$ cat config.mk
export PLATFORM = sky130hd
export DESIGN_NAME = calc_core
export DESIGN_NICKNAME = d
export VERILOG_FILES = /design/src/rtl/calc_core.sv
export SDC_FILE = /design/constraint.sdc
export NUM_CORES = 1
export LEC_CHECK = 0
export ABC_AREA = 1
export CORE_MARGIN = 3
export CORE_UTILIZATION = 68
export DETAILED_ROUTE_END_ITERATION = 7
export PLACE_DENSITY = 0.93
export SYNTH_ARGS = -nofsm -noshare
export SYNTH_HDL_FRONTEND = slang
export SYNTH_SLANG_ARGS = --single-unit
$ cat constraint.sdc
create_clock -name clk -period 6.69 [get_ports clk]
set_input_delay 1.6725 -clock clk [delete_from_list [all_inputs] [get_ports clk]]
set_output_delay 1.6725 -clock clk [all_outputs]
set_load 0.01 [all_outputs]
$ cat src/rtl/calc_core.sv
// calc_core: keypad calculator arithmetic engine.
// Builds two decimal operands from key events and applies +, - or x on '='.
// Multiplication is a W-cycle shift-add. Output is sign-magnitude for the display.
module calc_core #(
    parameter int MAX_DIGITS = 4,
    parameter int W          = 14
) (
    input  logic           clk,
    input  logic           reset,
    input  logic           key_valid,
    input  logic           is_number,
    input  logic           is_op,
    input  logic           is_eq,
    input  logic [3:0]     num_val,
    input  logic [1:0]     op_val,
    output logic [2*W-1:0] disp_val,
    output logic           disp_neg,
    output logic           busy,
    output logic           done
);
    localparam int DW = $clog2(MAX_DIGITS + 1);
    localparam int CW = $clog2(W);

    localparam logic [1:0] OP_SUB = 2'd1;
    localparam logic [1:0] OP_MUL = 2'd2;

    typedef enum logic [2:0] {ENTER_A, OP_WAIT, ENTER_B, CALC, RESULT} state_t;

    state_t          state_q, state_d;
    logic [W-1:0]    a_q, a_d, b_q, b_d;
    logic [1:0]      op_q, op_d;
    logic [DW-1:0]   dcnt_q, dcnt_d;
    logic [2*W-1:0]  acc_q, acc_d, mcand_q, mcand_d;
    logic [W-1:0]    mplier_q, mplier_d;
    logic [CW-1:0]   iter_q, iter_d;
    logic [2*W-1:0]  disp_q, disp_d;
    logic            neg_q, neg_d;
    logic            busy_q, busy_d;
    logic            done_q, done_d;

    // Key decode: exactly one class flag, in-range values only.
    logic one_flag, dig_ev, op_ev, eq_ev;
    assign one_flag = (is_number ^ is_op ^ is_eq) & ~(is_number & is_op & is_eq);
    assign dig_ev   = key_valid & one_flag & is_number & (num_val <= 4'd9);
    assign op_ev    = key_valid & one_flag & is_op & (op_val != 2'd3);
    assign eq_ev    = key_valid & one_flag & is_eq;

    logic [W-1:0] d_ext;
    logic [DW-1:0] d_cnt;
    assign d_ext = W'(num_val);
    assign d_cnt = DW'(num_val != 4'd0);

    // Digit append for whichever operand is being typed; leading zeros not counted.
    logic [W-1:0]  x_sel, x_app;
    logic [DW-1:0] x_cnt;
    assign x_sel = (state_q == ENTER_B) ? b_q : a_q;

    // Append the incoming digit to the active operand if there is room.
    always_comb begin
        x_app = x_sel;
        x_cnt = dcnt_q;
        if (dcnt_q < DW'(MAX_DIGITS)) begin
            x_app = x_sel * W'(10) + d_ext;
            if (!(x_sel == '0 && num_val == 4'd0)) x_cnt = dcnt_q + DW'(1);
        end
    end

    // Subtraction magnitude and sign.
    logic         a_ge_b;
    logic [W-1:0] diff;
    assign a_ge_b = (a_q >= b_q);
    assign diff   = a_ge_b ? (a_q - b_q) : (b_q - a_q);

    // One shift-add step: add the shifted multiplicand when the multiplier LSB is set.
    logic [2*W-1:0] acc_step;
    assign acc_step = mplier_q[0] ? (acc_q + mcand_q) : acc_q;

    // Next-state and datapath updates.
    always_comb begin
        state_d  = state_q;
        a_d      = a_q;
        b_d      = b_q;
        op_d     = op_q;
        dcnt_d   = dcnt_q;
        acc_d    = acc_q;
        mcand_d  = mcand_q;
        mplier_d = mplier_q;
        iter_d   = iter_q;
        disp_d   = disp_q;
        neg_d    = neg_q;
        busy_d   = busy_q;
        done_d   = 1'b0;
        unique case (state_q)
            ENTER_A: begin
                if (dig_ev) begin
                    a_d    = x_app;
                    dcnt_d = x_cnt;
                    disp_d = {{W{1'b0}}, x_app};
                    neg_d  = 1'b0;
                end else if (op_ev) begin
                    op_d    = op_val;
                    dcnt_d  = '0;
                    state_d = OP_WAIT;
                end
            end
            OP_WAIT: begin
                if (dig_ev) begin
                    b_d     = d_ext;
                    dcnt_d  = d_cnt;
                    disp_d  = {{W{1'b0}}, d_ext};
                    neg_d   = 1'b0;
                    state_d = ENTER_B;
                end else if (op_ev) begin
                    op_d = op_val;
                end
            end
            ENTER_B: begin
                if (dig_ev) begin
                    b_d    = x_app;
                    dcnt_d = x_cnt;
                    disp_d = {{W{1'b0}}, x_app};
                end else if (eq_ev) begin
                    if (op_q == OP_MUL) begin
                        acc_d    = '0;
                        mcand_d  = {{W{1'b0}}, a_q};
                        mplier_d = b_q;
                        iter_d   = '0;
                        busy_d   = 1'b1;
                        state_d  = CALC;
                    end else begin
                        if (op_q == OP_SUB) begin
                            disp_d = {{W{1'b0}}, diff};
                            neg_d  = ~a_ge_b;
                        end else begin
                            disp_d = {{W{1'b0}}, a_q} + {{W{1'b0}}, b_q};
                            neg_d  = 1'b0;
                        end
                        done_d  = 1'b1;
                        state_d = RESULT;
                    end
                end
            end
            CALC: begin
                acc_d    = acc_step;
                mcand_d  = mcand_q << 1;
                mplier_d = mplier_q >> 1;
                iter_d   = iter_q + CW'(1);
                if (iter_q == CW'(W - 1)) begin
                    disp_d  = acc_step;
                    neg_d   = 1'b0;
                    busy_d  = 1'b0;
                    done_d  = 1'b1;
                    state_d = RESULT;
                end
            end
            RESULT: begin
                if (dig_ev) begin
                    a_d     = d_ext;
                    b_d     = '0;
                    dcnt_d  = d_cnt;
                    disp_d  = {{W{1'b0}}, d_ext};
                    neg_d   = 1'b0;
                    state_d = ENTER_A;
                end
            end
            default: state_d = ENTER_A;
        endcase
    end

    // State and datapath registers with synchronous reset.
    always_ff @(posedge clk) begin
        if (reset) begin
            state_q  <= ENTER_A;
            a_q      <= '0;
            b_q      <= '0;
            op_q     <= '0;
            dcnt_q   <= '0;
            acc_q    <= '0;
            mcand_q  <= '0;
            mplier_q <= '0;
            iter_q   <= '0;
            disp_q   <= '0;
            neg_q    <= 1'b0;
            busy_q   <= 1'b0;
            done_q   <= 1'b0;
        end else begin
            state_q  <= state_d;
            a_q      <= a_d;
            b_q      <= b_d;
            op_q     <= op_d;
            dcnt_q   <= dcnt_d;
            acc_q    <= acc_d;
            mcand_q  <= mcand_d;
            mplier_q <= mplier_d;
            iter_q   <= iter_d;
            disp_q   <= disp_d;
            neg_q    <= neg_d;
            busy_q   <= busy_d;
            done_q   <= done_d;
        end
    end

    assign disp_val = disp_q;
    assign disp_neg = neg_q;
    assign busy     = busy_q;
    assign done     = done_q;
endmodule

==> results by group <==
Timing
  • Final setup vio count: 0
  • Post-route setup TNS: 0 ps
  • Worst hold slack: 474 ps
  • Tightest Pin Transition: 1020 ps
  • Relative slew slack: 31.9%
  • Min cycle time layout: 4760 ps
  • Maximum clock frequency: 210 MHz
  • Period utilization: 71.1%
  • Slew Viols, Final: 0
  • Final Hold Viols: 0
  • RSZ-0062 raised after global routing: false
  • Final worst slack: 1930 ps
  • Clock Skew: 16.7 ps

Floorplanning
  • # IOs: 43
  • Starting Density: 70.0%
  • Die area: 18700 sq um
  • Core footprint: 16600 sq um
  • Die width: 137 um
  • Overall die height: 137 um
  • Core Rows: 47

Placed design
  • Number of port buffers: 42
  • Post-DP HPWL: 28.1 mm
  • Pre-CTS setup slack: 1640 ps
  • Dpl cells: 2132
  • Gpl congestion: 1.01
  • Placed Area: 12000 sq um

Run status
  • Violated checks: DRC
  • Status: finished with violations

Worst hold path
  • Worst hold path depth: 2
  • Hold Startpoint: disp_val[5]
  • Worst hold endpoint: disp_val[5]
  • Worst Hold Class: reg -> reg

Worst setup path
  • RR Startpoint: state_q[1]
  • R2r endpoint: disp_val[10]
  • Critical-path maximum fanout: 32
  • Critical path startpoint category: input port
  • Worst setup EP type: flip-flop
  • Worst Reg-to-Reg Cells: 19
  • R2R setup slack: 2350 ps
  • Worst EP required: 7050 ps
  • Kind of critical path: in -> reg
  • Crit path DAT: 5120 ps

Power and ir drop
  • Max VDD drop: 0.000225 V
  • PwrDens: 278 nW/um^2
  • LEAKAGE: 0.00589 uW

Clocking
  • Setup repair bufs after CTS: 0
  • TritonCTS clock tree: built
  • H-Tree Depth: 4
  • CTS Buffer Depth: 2
  • CTS hold repair buffers: 0
  • Worst skew pair latency: 440 ps
  • Total CTS buffers: 17
  • Root buffer cell: clkbuf_16
  • Clk sinks: 141
  • Clk slew on worst S/H paths: 70 ps
  • Resized cells post-CTS: 0

Synthesis
  • Post-synth ARST share: 0%
  • Top FF cell, synth: dfxtp_1
  • Yosys reg bits: 141
  • Mapped Avg Cell Area: 6.01 sq um
  • Synth area leader: dfxtp_1
  • Synth area leaders: dfxtp_1 (24%), nand2_1 (21%), ha_1 (9.3%)
  • Cells after Synth: 1936
  • Post-synth EDFFs: 0
  • Commonest cells in the netlist: nand2_1 (643), inv_1 (200), a21oi_1 (179)
  • Post-synth net total: 2041
  • Share of Yosys cell area claimed by the top area cell type: 24.2%
  • Most frequent cell after synthesis: nand2_1
  • Synth warn: 0
  • Yosys cell types: 44
  • Seq/Total Area, Yosys: 24.2%
  • Cell area after synthesis: 11600 sq um

Finish
  • Non-Filler Instances: 2164
  • Nets: 2036
  • Number of diodes: 0
  • Area growth syn-to-layout: 8.71%
  • Layout cells sized above 1: 4.17%
  • Final Cell Area: 12700 sq um

Global routing
  • Largest net degree at the start of global routing: 91
  • Initial antenna violation count: 0
  • GRT overflow: 0
  • Gr usage total: 40.5%
  • First-pass GRT wire length: 60.3 mm
  • Vias in the first global route: 11.9k

Run
  • Max cap viols: 0

Route
  • Vias: 13.3k
  • Via density: 6.13
  • WL final: 38.6 mm
  • Drt first pass iters: 8
  • DRC: 14
  • Routed Antenna Nets: 0
  • Initial drt markers: 1811
  • Routed length per instance: 17.8 um
## layer usage
metal,track usage [%],up-vias,routed length [um]
met5,0,-,0
met4,14.6,0,1670
met3,10.5,157,5200
met2,60.8,958,16000
met1,56.1,5908,15700
li1,-,6239,-
## state kept, by name (all words and copies together), names as in the netlist
| name | flops |
|---|---|
| busy | 1 |
| b_q | 14 |
| disp_neg | 1 |
| disp_val | 28 |
| iter_q | 4 |
| acc_q | 28 |
| mplier_q | 14 |
| dcnt_q | 3 |
| state_q | 3 |
| op_q | 2 |
| a_q | 14 |
| mcand_q | 28 |
| done | 1 |
## where the power goes
| group | internal [uW] | leakage, uW | switching (uW) |
|---|---|---|---|
| Combinational | 482 | 0.00446 | 1070 |
| Sequential | 923 | 0.00114 | 69.2 |
| Clock | 509 | 0.000295 | 467 |
| Total | 1910 | 0.00589 | 1610 |
## worst max-delay path, stage by stage
cell	delay (ps)
clkdlybuf4s50_1	420
ha_1	330
nor2_1	140
nand3_1	160
nand2_1	130
nand2_2	220
nand2_1	400
nor2_1	140
nor2_4	530
inv_2	330
a21oi_4	280
nand3_1	120
nand2_1	70
inv_1	40
a21oi_1	120
## how the worst max path moves through the flow
stage / start / to / slack, ps / cells after the start
finish: is_number / disp_val[12] / 1930 / 15
global route: is_number / disp_val[12] / 1670 / 15
CTS: is_number / disp_val[12] / 2070 / 15
detailed placement: is_number / disp_val[12] / 1640 / 15
global placement: is_number / disp_val[13] / 1850 / 15
floorplan: num_val[1] / disp_val[13] / 3190 / 17
## cell usage in the layout, fill, tap and decap left out, types with 13 or more instances in the layout
cell | netlist | routed
nor3_1 | 13 | 13
a21oi_1 | 179 | 179
ha_1 | 87 | 87
xor2_1 | 26 | 26
nand2_1 | 643 | 643
clkdlybuf4s50_1 | 0 | 41
inv_1 | 200 | 200
clkbuf_16 | 0 | 17
nand3_1 | 109 | 109
o21ai_1 | 17 | 17
a31oi_1 | 31 | 31
inv_2 | 15 | 15
o21ai_0 | 119 | 119
nand4_1 | 22 | 22
dfxtp_1 | 141 | 141
nor2_1 | 174 | 174
## kinds of logic (layout without fill, tap and decap cells)
group / Yosys count / count (layout) / synth area share, %
simple gates: 992 / 992 / 34.8
buf+inv: 288 / 296 / 9.93
compound gates: 387 / 387 / 18.0
xor+xnor: 35 / 35 / 2.63
fa+ha+maj: 93 / 93 / 10.4
flops: 141 / 141 / 24.2
## final cells by class
| cell class | count | area (sq um) |
|---|---|---|
| repair buffers | 48 | 460 |
| multi-input cells | 1507 | 7670 |
| flip-flops and latches | 141 | 2820 |
| clock inverters | 15 | 193 |
| inverters | 216 | 811 |
| clock buffers | 17 | 425 |
| fillers | 1357 | 3990 |
| well taps | 220 | 275 |
## through the flow
step / total power, uW / utilization, %
3_5_place_dp: 2490 / 72.3
2_1_floorplan: 2080 / -
6_report: 3520 / 76.0
3_3_place_gp: 2460 / 72.3
4_1_cts: 3450 / 76.0
5_1_grt: 3700 / 76.0
No activity file was read; power rests on OpenSTA's default activity.
